## src/rtl/pipe_pkg.sv

```systemverilog
// Shared widths and control-bundle encoding for the decode/execute pipeline.
package pipe_pkg;

  localparam int unsigned DATA_W_DEF  = 32;
  localparam int unsigned ADDR_W_DEF  = 5;
  localparam int unsigned CTRL_W_DEF  = 7;
  localparam int unsigned NUM_SRC_DEF = 2;
  localparam int unsigned CNT_W_DEF   = 16;

  // All-zero control: no register write, no memory write.
  localparam logic [CTRL_W_DEF-1:0] CTRL_BUBBLE = '0;

  localparam int unsigned CTRL_WRITEREG  = 0;
  localparam int unsigned CTRL_MEMTOREG  = 1;
  localparam int unsigned CTRL_MEMWRITE  = 2;
  localparam int unsigned CTRL_ALUCTL_LO = 3;
  localparam int unsigned CTRL_ALUCTL_HI = 4;
  localparam int unsigned CTRL_ALUSRC    = 5;
  localparam int unsigned CTRL_REGDST    = 6;

endpackage

```

## src/rtl/pipe_sat_cnt.sv

```systemverilog
// Saturating up-counter with a 0..3 increment per cycle.
module pipe_sat_cnt
  import pipe_pkg::*;
#(
  parameter int unsigned CNT_W = CNT_W_DEF
) (
  input  logic             CLK,
  input  logic             RST,
  input  logic [1:0]       inc_i,
  output logic [CNT_W-1:0] cnt_o
);

  localparam int unsigned SUM_W = CNT_W + 1;

  logic [CNT_W-1:0] cnt_q;
  logic [CNT_W-1:0] cnt_d;
  logic [SUM_W-1:0] sum;

  always_comb begin
    sum   = {1'b0, cnt_q} + SUM_W'(inc_i);
    cnt_d = sum[CNT_W] ? '1 : sum[CNT_W-1:0];
  end

  always_ff @(posedge CLK) begin
    if (!RST) begin
      cnt_q <= '0;
    end else begin
      cnt_q <= cnt_d;
    end
  end

  assign cnt_o = cnt_q;

endmodule

```

## src/rtl/idex_skid_stage.sv

```systemverilog
// Decode-to-execute stage register with a 2-entry skid buffer and flush.
// Optional stall/flush perf counters when IDEX_SKID_PERF_EN is defined.
module idex_skid_stage
  import pipe_pkg::*;
#(
  parameter int unsigned DATA_W  = DATA_W_DEF,
  parameter int unsigned ADDR_W  = ADDR_W_DEF,
  parameter int unsigned CTRL_W  = CTRL_W_DEF,
  parameter int unsigned NUM_SRC = NUM_SRC_DEF
`ifdef IDEX_SKID_PERF_EN
  , parameter int unsigned CNT_W = CNT_W_DEF
`endif
) (
  input  logic                      CLK,
  input  logic                      RST,
  input  logic                      CLR,
  input  logic                      in_valid,
  output logic                      in_ready,
  input  logic [CTRL_W-1:0]         in_ctrl,
  input  logic [NUM_SRC*DATA_W-1:0] in_src,
  input  logic [NUM_SRC*ADDR_W-1:0] in_srcidx,
  input  logic [ADDR_W-1:0]         in_dst,
  input  logic [DATA_W-1:0]         in_imm,
  output logic                      out_valid,
  input  logic                      out_ready,
  output logic [CTRL_W-1:0]         out_ctrl,
  output logic [NUM_SRC*DATA_W-1:0] out_src,
  output logic [NUM_SRC*ADDR_W-1:0] out_srcidx,
  output logic [ADDR_W-1:0]         out_dst,
  output logic [DATA_W-1:0]         out_imm
`ifdef IDEX_SKID_PERF_EN
  , output logic [CNT_W-1:0]        stall_cnt
  , output logic [CNT_W-1:0]        flush_cnt
`endif
);

  localparam int unsigned SRC_W = NUM_SRC * DATA_W;
  localparam int unsigned IDX_W = NUM_SRC * ADDR_W;
  localparam int unsigned DAT_W = SRC_W + IDX_W + ADDR_W + DATA_W;
  localparam logic [CTRL_W-1:0] BUBBLE = CTRL_W'(CTRL_BUBBLE);

  logic              m_valid_q, m_valid_d, s_valid_q, s_valid_d;
  logic [CTRL_W-1:0] m_ctrl_q, m_ctrl_d, s_ctrl_q, s_ctrl_d;
  logic [DAT_W-1:0]  m_data_q, m_data_d, s_data_q, s_data_d;
  logic [DAT_W-1:0]  in_data;
  logic              accept, pop;

  assign in_data  = {in_src, in_srcidx, in_dst, in_imm};
  assign in_ready = RST & ~s_valid_q;
  assign accept   = in_valid & in_ready;
  assign pop      = m_valid_q & out_ready;

  // Next-state for main (M) and skid (S) entries; flush wins over movement.
  always_comb begin
    m_valid_d = m_valid_q;
    s_valid_d = s_valid_q;
    m_ctrl_d  = m_ctrl_q;
    s_ctrl_d  = s_ctrl_q;
    m_data_d  = m_data_q;
    s_data_d  = s_data_q;
    if (CLR) begin
      m_valid_d = 1'b0;
      s_valid_d = 1'b0;
      m_ctrl_d  = BUBBLE;
      s_ctrl_d  = BUBBLE;
    end else if (pop && s_valid_q) begin
      m_valid_d = 1'b1;
      m_ctrl_d  = s_ctrl_q;
      m_data_d  = s_data_q;
      s_valid_d = 1'b0;
    end else if (pop || !m_valid_q) begin
      m_valid_d = accept;
      if (accept) begin
        m_ctrl_d = in_ctrl;
        m_data_d = in_data;
      end
    end else if (accept) begin
      s_valid_d = 1'b1;
      s_ctrl_d  = in_ctrl;
      s_data_d  = in_data;
    end
  end

  always_ff @(posedge CLK) begin
    if (!RST) begin
      m_valid_q <= 1'b0;
      s_valid_q <= 1'b0;
      m_ctrl_q  <= '0;
      s_ctrl_q  <= '0;
      m_data_q  <= '0;
      s_data_q  <= '0;
    end else begin
      m_valid_q <= m_valid_d;
      s_valid_q <= s_valid_d;
      m_ctrl_q  <= m_ctrl_d;
      s_ctrl_q  <= s_ctrl_d;
      m_data_q  <= m_data_d;
      s_data_q  <= s_data_d;
    end
  end

  assign out_valid = m_valid_q;
  assign out_ctrl  = m_valid_q ? m_ctrl_q : BUBBLE;
  assign {out_src, out_srcidx, out_dst, out_imm} = m_data_q;

`ifdef IDEX_SKID_PERF_EN
  logic [1:0] stall_inc;
  logic [1:0] flush_inc;

  // Beats lost to a flush: occupied entries plus a same-cycle accept.
  always_comb begin
    stall_inc = {1'b0, m_valid_q & ~out_ready};
    flush_inc = 2'b00;
    if (CLR) begin
      flush_inc = 2'({1'b0, m_valid_q}) + 2'({1'b0, s_valid_q}) + 2'({1'b0, accept});
    end
  end

  pipe_sat_cnt #(.CNT_W(CNT_W)) u_stall_cnt (
    .CLK   (CLK),
    .RST   (RST),
    .inc_i (stall_inc),
    .cnt_o (stall_cnt)
  );

  pipe_sat_cnt #(.CNT_W(CNT_W)) u_flush_cnt (
    .CLK   (CLK),
    .RST   (RST),
    .inc_i (flush_inc),
    .cnt_o (flush_cnt)
  );
`endif

endmodule

```

## config.mk

```make
export PLATFORM = sky130hd
export DESIGN_NAME = idex_skid_stage
export DESIGN_NICKNAME = d
export VERILOG_FILES = /design/src/rtl/pipe_pkg.sv /design/src/rtl/pipe_sat_cnt.sv /design/src/rtl/idex_skid_stage.sv
export SDC_FILE = /design/constraint.sdc
export NUM_CORES = 1
export LEC_CHECK = 0
export ABC_AREA = 1
export BUFFER_PORTS_ARGS = -buffer_cell sky130_fd_sc_hd__buf_4
export CORE_MARGIN = 1
export CORE_UTILIZATION = 30
export DETAILED_ROUTE_END_ITERATION = 10
export HOLD_SLACK_MARGIN = 0.03
export PLACE_DENSITY = 0.59
export SYNTH_ARGS = -nofsm -noshare
export SYNTH_HDL_FRONTEND = slang
export SYNTH_SLANG_ARGS = --single-unit
```

## constraint.sdc

```tcl
create_clock -name CLK -period 1.8 [get_ports CLK]
set_input_delay 0.09 -clock CLK [delete_from_list [all_inputs] [get_ports CLK]]
set_output_delay 0.09 -clock CLK [all_outputs]
set_load 0.02 [all_outputs]
```

==> run metrics, run 1 <==
sequential share of the synthesized area=42.3%; final worst-path cycle share=88.5%; Placeable Area=36,800 sq um; Peak Freq=0.628 GHz; die area=38,300 sq um; Finished Core Util=42.5%; io pins=243; Skew-Pair Late Insertion Delay=0.54 ns; cells on worst reg2reg path=6; first-pass GRT wire length=50,400 um; GP Congestion=0.767; Worst-Margin Slew=0.721 ns; Hold Crit Endpoint=m_data_q[96]$_SDFFE_PN0P_; Final TNS setup=0 ns; Max IR drop VDD=0.704 mV; cts repair resizes=0; yosys warns=0; Worst Skew=0.00701 ns; Fill cells=3,752; synthesized area=11,300 sq um; hold crit path type=input pin to flip-flop; CTS Buf Count=29; RSZ-0062 raised after global routing=no; required time worst endpoint=2.23 ns; CP Cell Sequence=nand2_2 > nor2_4 > buf_12 > inv_1 > nor2_1 > nor2_1; CTS tree=yes; R2R setup slack=0.21 ns; CP peak stage delay=0.42 ns; first-pass iteration count of the detailed router=5; GRT Util Overall=15.6%; Pwr per Cell Area=819 nW/um^2; main flop type after synthesis=dfxtp_1; P_leak=7.67 nW; net count after synthesis=1,918; hold depth=4; H-Tree Depth=1; top post-synthesis cells by area=dfxtp_1 (42%), nand2_1 (17%), nor2_1 (12%), inv_1 (7.4%), a21oi_1 (5.3%); clk buf depth=3; total power=12.8 mW; drt drc=0; P_int=9.57 mW; Finish-stage setup viols=0; crit start category=flip-flop; Combinational Power Share=12.8%; DRT iter0 DRCs=514; Sw Pwr=3.25 mW; Rel. slew slack=52.0%; flip-flop and latch count after synthesis=238; initial antenna violation count=1; Worst Path Max Fanout=87; Area Overhead vs Synth=39.0%; pin count of the biggest net entering global routing=142; final hold vios=0; Worst R2R Start=out_valid$_SDFFE_PP0P_; post-synthesis async set-or-reset flop share=0%; fin nets=2,220; Antenna Violating Nets Remaining=0; Worst-path clk slew=0.06 ns; layout cells sized above 1=15.6%; clock tree sinks=238; top-count cell post-synth=nand2_1; Max-Cap Viols=0; Die H=196 um; Mapped Avg Cell Area=6.27 sq um; switch share=25.4%; WL per Instance=11.9 um; worst min-delay path startpoint=RST; Site Rows=70; clock root buffer=clkbuf_16; cells after synthesis=1,795; run status=completed; vias in the first global route=10,000; Post-synth EDFFs=0; Initial Utilization=30.6%; Final WS setup=0.207 ns; Cell variety after synth=19; GRT overflow=0; Synth area leader=dfxtp_1; CP arrival=2.03 ns; Yosys top cell area share=42.3%; Worst R2R End=s_ctrl_q[1]$_SDFFE_PP0P_; Via Count=11,300; Commonest cells post-synth=nand2_1 (515), nor2_1 (349), dfxtp_1 (238); Routed Wire Length=30,800 um; Slew Limit Fails=0; crit end category=flip-flop; # Post-CTS Setup Buffers=0; Setup CP Type=flip-flop to flip-flop; CP max-delay cell=dfxtp_1; post-DR vias/cell=4.37; port buffer count=242; power share of the sequential group=42.9%; Final min period=1.59 ns; Clk pwr share=44.3%; pre-CTS WS=0.195 ns; Die X-Extent=196 um; critical path's most frequent cell=nor2_1; HPWL Detailed=19,200 um
per-stage QoR:
step / instances / cell area [sq um] / hold WS (ns)
2_1_floorplan: 1795 / 11300 / 0.225
4_1_cts: 2585 / 15600 / 0.0319
3_5_place_dp: 2414 / 13500 / 0.332
6_report: 2586 / 15700 / 0.0474
5_1_grt: 2586 / 15700 / 0.0736
3_3_place_gp: 2414 / 13500 / 0.348
critical path, delay by kind of cell (launching register included):
kind	cells	cell delay, ns
buf+inv	2	0.53
flops	1	0.42
simple gates	4	0.53
sequential cells by signal, summed over array words and instances (netlist names):
signal and count:
m_data_q 111, s_data_q 111, m_ctrl_q 7, s_ctrl_q 7, out_valid 1, s_valid_q 1
power groups by stage:
| stage | clock (mW) | sequential, mW | combinational [mW] |
|---|---|---|---|
| final | 5.67 | 5.51 | 1.64 |
| after global routing | 6.08 | 5.52 | 1.83 |
| after CTS | 5.88 | 5.51 | 1.66 |
| after global placement | 0 | 5.62 | 1.43 |
| after floorplan | 0 | 5.77 | 0.664 |
| after detailed placement | 0 | 5.62 | 1.44 |
worst max-delay path by stage:
| stage | startpoint | endpoint | slack (ns) |
|---|---|---|---|
| global placement | out_valid$_SDFFE_PP0P_ | s_ctrl_q[0]$_SDFFE_PP0P_ | 0.20 |
| finish | out_valid$_SDFFE_PP0P_ | s_ctrl_q[1]$_SDFFE_PP0P_ | 0.21 |
| floorplan | out_valid$_SDFFE_PP0P_ | m_data_q[76]$_SDFFE_PN0P_ | 0.27 |
| global route | out_valid$_SDFFE_PP0P_ | s_ctrl_q[0]$_SDFFE_PP0P_ | 0.07 |
| CTS | out_valid$_SDFFE_PP0P_ | s_ctrl_q[1]$_SDFFE_PP0P_ | 0.19 |
| detailed placement | out_valid$_SDFFE_PP0P_ | s_ctrl_q[6]$_SDFFE_PP0P_ | 0.20 |
placed cells by master, fill, tap and decap left out, drive strengths merged:
| cell | synthesis | routed |
|---|---|---|
| buf | 88 | 276 |
| clkbuf | 37 | 45 |
| diode | 0 | 1 |
| dlygate4sd3 | 0 | 120 |
| nand4 | 1 | 1 |
| nand3 | 99 | 99 |
| nand2 | 517 | 517 |
| nand3b | 15 | 15 |
| inv | 225 | 225 |
| o21ai | 105 | 105 |
| dfxtp | 238 | 238 |
| clkinv | 0 | 6 |
| a21oi | 120 | 120 |
| nor2 | 350 | 350 |
timing repair:
item,in CTS,in global routing
endpoints found under the setup margin,0,0
hold endpoints to repair,238,0
hold buffers,120,0
cells by family after synthesis:
logic type,Yosys count,share of synthesized area [%]
flops,238,42.3
simple gates,982,34.6
compound gates,225,10.0
buf+inv,350,13.1
per-layer routing:
metal / up-vias / part of all wire, % / global-route usage [%]
met4: 0 / 2.0 / 3.47
met5: - / 0 / 0
met3: 33 / 5.1 / 2.97
li1: 6030 / - / -
met2: 211 / 45 / 25.5
met1: 5021 / 48 / 21.4
final cells by class:
cell class	instances	area, sq um	share of cell area, %
well taps	468	586	3.74
inverters	225	855	5.46
multi-input cells	1207	5040	32.2
diodes	1	2.50	0.0160
clock inverters	6	33.8	0.216
clock buffers	45	896	5.72
flip-flops and latches	238	4760	30.4
repair buffers	396	3480	22.2
(Power assumes the default switching activity.)
==> inputs of run 2 (changes only) <==
--- a/config.mk
+++ b/config.mk
@@ -7,9 +7,11 @@
 export LEC_CHECK = 0
 export ABC_AREA = 1
 export BUFFER_PORTS_ARGS = -buffer_cell sky130_fd_sc_hd__buf_4
+export CORE_ASPECT_RATIO = 0.5
 export CORE_MARGIN = 1
 export CORE_UTILIZATION = 30
 export DETAILED_ROUTE_END_ITERATION = 10
+export GPL_TIMING_DRIVEN = 0
 export HOLD_SLACK_MARGIN = 0.03
 export PLACE_DENSITY = 0.59
 export SYNTH_ARGS = -nofsm -noshare
==> constraint.sdc (replaced) <==
create_clock -name CLK -period 2 [get_ports CLK]
set_input_delay 0.1 -clock CLK [delete_from_list [all_inputs] [get_ports CLK]]
set_output_delay 0.1 -clock CLK [all_outputs]
set_load 0.02 [all_outputs]
==> run metrics, run 2 (synthesis gave the netlist of run 1 again) <==
critical path's most frequent cell=clkbuf_1; Combinational Power Share=13.5% (+0.7 points); GP Congestion=0.793 (+3.4%); Worst-Margin Slew=0.950 ns (+0.229 ns); required time worst endpoint=2.49 ns (+0.26 ns); port buffer count=241 (-0.41%); RSZ-0062 raised after global routing=no; WL per Instance=13.6 um (+14%); clk buf depth=3 (unchanged); Final min period=1.90 ns; die area=38,400 sq um (+0.12%); Pwr per Cell Area=715 nW/um^2 (-13%); final hold vios=0 (unchanged); vias in the first global route=11,400 (+14%); clock root buffer=clkbuf_16; Peak Freq=0.527 GHz; Max IR drop VDD=0.545 mV (-23%); Routed Wire Length=36,500 um (+19%); HPWL Detailed=25,300 um (+32%); post-DR vias/cell=4.38 (+0.27%); Final TNS setup=0 ns (unchanged); CTS tree=yes; Site Rows=49 (-30%); CTS Buf Count=25 (-14%); io pins=243 (unchanged); most common cell after layout, fill and taps aside=nand2_1; cells on worst reg2reg path=8 (+2); P_leak=7.76 nW (+1.2%); Antenna Violating Nets Remaining=0 (unchanged); Placeable Area=36,400 sq um (-1.0%); crit end category=flip-flop; CP arrival=2.38 ns (+0.35 ns); DRT iter0 DRCs=605 (+18%); hold crit path type=input pin to flip-flop; Die H=139 um (-29%); placed cells=2,520 (+4.4%); H-Tree Depth=1 (unchanged); clock tree sinks=238 (unchanged); GRT Util Overall=18.6% (+3.0 points); Top Registers=m_data_q (111), s_data_q (111); Max-Cap Viols=0 (unchanged); Slew Limit Fails=0 (unchanged); Worst Skew=0.0241 ns (+0.0171 ns); Worst-path clk slew=0.07 ns (about the same); Hold Crit Endpoint=s_ctrl_q[4]$_SDFFE_PP0P_; power share of the sequential group=44.0% (+1.1 points); pin count of the biggest net entering global routing=14 (-90%); Worst Path Max Fanout=10 (-89%); run status=completed; crit start category=input pin; Initial Utilization=30.9% (+0.31 points); P_int=8.31 mW (-13%); switch share=26.1% (+0.75 points); # Post-CTS Setup Buffers=0 (unchanged); Skew-Pair Late Insertion Delay=0.55 ns (about the same); final worst-path cycle share=94.8%; R2R setup slack=0.18 ns (-0.03 ns); Clk pwr share=42.5% (-1.8 points); worst min-delay path startpoint=RST; drt drc=0 (unchanged); hold depth=5 (+1); GRT overflow=0 (unchanged); Rel. slew slack=36.7% (-15 points); Via Count=11,800 (+4.2%); initial antenna violation count=2 (+1); CP peak stage delay=0.70 ns (+0.28 ns); most frequent cells in the layout=nand2_1 (515), nor2_1 (349), buf_4 (259); Sw Pwr=2.94 mW (-9.7%); total power=11.2 mW (-12%); Setup CP Type=input pin to flip-flop; Worst R2R End=m_data_q[59]$_SDFFE_PN0P_; CP Cell Sequence=dlygate4sd3_1 > buf_4 > inv_2 > clkbuf_1 > clkbuf_1 > a21oi_1 > nor2_1; Area Overhead vs Synth=39.6%; CP max-delay cell=clkbuf_1; Worst R2R Start=out_valid$_SDFFE_PP0P_; Crit. Startpoint=CLR; post-route insts no fill=2,688 (+3.9%); worst hold margin=0.179 ns (+0.132 ns); Die X-Extent=276 um (+41%); Fill cells=3,945 (+5.1%); first-pass iteration count of the detailed router=5 (unchanged); layout cells sized above 1=16.3% (+0.62 points); Finish-stage setup viols=0 (unchanged); first-pass GRT wire length=58,300 um (+16%); fin nets=2,307 (+3.9%)
run 2: cell types whose count changed in the layout (fill, tap and decap cells not counted), moves of 2 or more:
cell	delta
clkbuf_8	-6
buf_1	+21
buf_6	+4
buf_2	+44
inv_2	+2
clkbuf_1	+36
buf_12	-16
clkinvlp_4	+2
bufinv_16	+2
clkbuf_16	-4
run 2: routing by layer:
layer / GRT usage, % / share of wire (%)
met5: 0 / 0
met3: 2.78 / 3.1
met2: 33.3 / 50
met1: 23.2 / 45
met4: 5.17 / 2.5
run 2: area by class of cell:
cell class / count / area, sq um / share of cell area (%)
diodes: 2 / 5.00 / 0.0318
plain buffers: 125 / 631 / 4.01
clock buffers: 35 / 713 / 4.54
clock inverters: 10 / 109 / 0.692
inverters: 225 / 845 / 5.37
multi-input cells: 1207 / 5030 / 32.0
flip-flops and latches: 238 / 4760 / 30.3
well taps: 484 / 606 / 3.85
repair buffers: 362 / 3020 / 19.2
run 2: repair_timing:
| item | 4_1_cts | 5_1_grt |
|---|---|---|
| setup endpoints to repair | 0 | 19 |
| gates resized for setup | 0 | 3 |
| endpoints found under the hold margin | 230 | 0 |
| hold buffers | 121 | 0 |
run 2: worst max-delay path by stage:
stage	end	slack, ns	depth (start not counted)
2_1_floorplan	m_data_q[76]$_SDFFE_PN0P_	0.47	8
3_3_place_gp	m_data_q[77]$_SDFFE_PN0P_	0.09	8
3_5_place_dp	m_data_q[77]$_SDFFE_PN0P_	0.08	8
4_1_cts	m_data_q[77]$_SDFFE_PN0P_	0.03	8
5_1_grt	s_data_q[74]$_SDFFE_PN0P_	0.004	7
6_report	s_data_q[97]$_SDFFE_PN0P_	0.10	7
run 2: worst max-delay path, delay by kind of cell:
| kind | cells | cell delay (ns) |
|---|---|---|
| AO/OA/AOI/OAI | 1 | 0.13 |
| AND/OR/NAND/NOR | 1 | 0.13 |
| buffers and inverters | 5 | 2.01 |
run 2: power by group through the flow:
stage                     registers (mW)  clock network (mW)  logic, mW
after floorplan                     5.19                   0      0.597
after global placement              5.05                   0       1.33
after detailed placement            5.05                   0       1.33
after CTS                           4.95                4.88       1.54
after global routing                4.96                5.09       1.69
final                               4.95                4.78       1.52
run 2: per-stage QoR:
stage          util [%]  cell area, sq um  setup WS [ns]
2_1_floorplan         -             11300          0.468
3_3_place_gp       37.6             13700         0.0938
3_5_place_dp       37.6             13700         0.0839
4_1_cts            43.1             15700         0.0299
5_1_grt            43.2             15700        0.00390
6_report           43.2             15700          0.104
==> inputs of run 3 (changes only) <==
--- a/config.mk
+++ b/config.mk
@@ -14,6 +14,7 @@
 export GPL_TIMING_DRIVEN = 0
 export HOLD_SLACK_MARGIN = 0.03
 export PLACE_DENSITY = 0.59
+export RECOVER_POWER = 50
 export SYNTH_ARGS = -nofsm -noshare
 export SYNTH_HDL_FRONTEND = slang
 export SYNTH_SLANG_ARGS = --single-unit
==> run metrics, run 3 (synthesis gave the netlist of run 1 again) <==
run status=completed; Final TNS setup=0 ns (unchanged); P_leak=7.27 nW (-6.4%); Clk pwr share=42.9% (+0.4 points); Die X-Extent=276 um (unchanged); Final WS setup=0.121 ns (+0.0175 ns); power share of the sequential group=44.3% (+0.3 points); port buffer count=241 (unchanged); CP max-delay cell=clkbuf_1; Max-Cap Viols=0 (unchanged); Placeable Area=36,400 sq um (unchanged); Peak Freq=0.532 GHz (+0.93%); pre-CTS WS=0.0839 ns (unchanged); Finish-stage setup viols=0 (unchanged); die area=38,400 sq um (unchanged); clock tree sinks=238 (unchanged); Via Count=11,800 (+0.20%); io pins=243 (unchanged); initial antenna violation count=2 (unchanged); R2R setup slack=0.18 ns (about the same); CP Cell Sequence=dlygate4sd3_1 > clkbuf_1 > inv_2 > clkbuf_1 > clkbuf_1 > a21oi_1 > nor2_1; HPWL Detailed=25,300 um (unchanged); Initial Utilization=30.9% (unchanged); layout cells sized above 1=10.7% (-5.5 points); Site Rows=49 (unchanged); Pwr per Cell Area=730 nW/um^2 (+2.1%); GP Congestion=0.793 (unchanged); first-pass GRT wire length=58,300 um (unchanged); Antenna Violating Nets Remaining=0 (unchanged); post-DR vias/cell=4.39 (+0.20%); switch share=26.3% (+0.24 points); cells on worst reg2reg path=8 (unchanged); Worst R2R End=m_data_q[60]$_SDFFE_PN0P_; Multi-input gate area=5020 sq um (-0.15%); critical path's top delay family=buffers and inverters; Worst Skew=0.0233 ns (-0.000746 ns); CTS Buf Count=25 (unchanged); DRT iter0 DRCs=634 (+4.8%); Slew Limit Fails=0 (unchanged); vias in the first global route=11,400 (unchanged); crit end category=flip-flop; drt drc=0 (unchanged); CP endpoint=s_data_q[97]$_SDFFE_PN0P_; CP peak stage delay=0.71 ns (about the same); Setup CP Type=input pin to flip-flop; fin nets=2,307 (unchanged); RSZ-0062 raised after global routing=no; clock root buffer=clkbuf_16; CP arrival=2.36 ns (-0.02 ns); CP Buf/Inv Count=5 (unchanged); P_int=8.21 mW (-1.2%); Worst-path clk slew=0.07 ns (about the same); Sw Pwr=2.94 mW (about the same); Worst R2R Start=out_valid$_SDFFE_PP0P_; final worst-path cycle share=93.9% (-0.87 points); final hold vios=0 (unchanged); Combinational Power Share=12.8% (-0.7 points); Worst Path Max Fanout=10 (unchanged); required time worst endpoint=2.48 ns (about the same); most frequent cells in the layout=nand2_1 (516), nor2_1 (349), dfxtp_1 (238); WL per Instance=13.6 um (+0.20%); Stages on worst setup path=7 (unchanged); Die H=139 um (unchanged); Rel. slew slack=34.3% (-2.4 points); pin count of the biggest net entering global routing=14 (unchanged); Top Registers=m_data_q (111), s_data_q (111); most common cell after layout, fill and taps aside=nand2_1; crit start category=input pin; first-pass iteration count of the detailed router=5 (unchanged); clk buf depth=3 (unchanged); H-Tree Depth=1 (unchanged); Worst-Margin Slew=0.985 ns (+0.0354 ns); critical path's most frequent cell=clkbuf_1; Routed Wire Length=36,500 um (+0.20%); Final min period=1.88 ns (-0.0175 ns); Skew-Pair Late Insertion Delay=0.55 ns (about the same); hold crit path type=input pin to flip-flop; CTS tree=yes; FF+latch area=4760 sq um (unchanged); GRT Util Overall=18.6% (unchanged); Max IR drop VDD=0.543 mV (-0.32%); Fill cells=4,061 (+2.9%); Crit. Startpoint=CLR; GRT overflow=0 (unchanged); Area Overhead vs Synth=35.5%
run 3: layout make-up:
type	count	area share (%)
diodes	2	0.0328
flip-flops and latches	238	31.2
clock inverters	10	0.713
well taps	484	3.97
repair buffers	362	16.8
clock buffers	35	4.67
plain buffers	125	4.12
multi-input cells	1207	32.9
inverters	225	5.53
run 3: power groups by stage:
stage	Combinational [mW]	Clock, mW	Sequential, mW
2_1_floorplan	0.597	0	5.19
3_3_place_gp	1.33	0	5.05
3_5_place_dp	1.33	0	5.05
4_1_cts	1.54	4.88	4.95
5_1_grt	1.59	5.09	4.96
6_report	1.43	4.78	4.94
run 3: how the worst min path moves through the flow:
stage / from / end / slack, ns / cells after the start
floorplan: in_ctrl[0] / s_ctrl_q[0]$_SDFFE_PP0P_ / 0.23 / 2
global placement: in_ctrl[0] / s_ctrl_q[0]$_SDFFE_PP0P_ / 0.34 / 3
detailed placement: in_ctrl[1] / s_ctrl_q[1]$_SDFFE_PP0P_ / 0.35 / 3
CTS: RST / out_valid$_SDFFE_PP0P_ / 0.15 / 5
global route: RST / m_data_q[99]$_SDFFE_PN0P_ / 0.21 / 4
finish: RST / s_ctrl_q[4]$_SDFFE_PP0P_ / 0.18 / 5
run 3: repair_timing:
action,CTS,global route
endpoints found under the hold margin,230,0
endpoints found under the setup margin,0,19
setup buffers,0,0
resized for setup,0,3
hold buffers,121,0
run 3: worst reg2reg max path, cell delays in order, from the launching register on:
cell,delay [ns]
dfxtp_1,0.33
buf_4,0.19
nand3_4,0.13
nand2_1,0.15
nand3_2,0.19
buf_4,0.27
buf_2,0.22
nor2_1,0.17
nor2_1,0.06
run 3: per-stage QoR:
step                instance area [sq um]  total power, mW  std cells  util, %  hold slack, ns
floorplan                           11300             5.79       1795        -           0.235
global placement                    13700             6.38       2520     37.6           0.340
detailed placement                  13700             6.39       2520     37.6           0.348
CTS                                 15700             11.4       2686     43.1           0.154
global route                        15300             11.6       2688     41.9           0.211
finish                              15300             11.1       2688     41.9           0.177
run 3: metal layers:
layer,vias up,wire [um],GRT usage (%)
li1,6216,-,-
met1,5359,16200,23.2
met2,170,18300,33.3
met3,51,1240,2.78
met4,0,837,5.17
met5,-,0,0
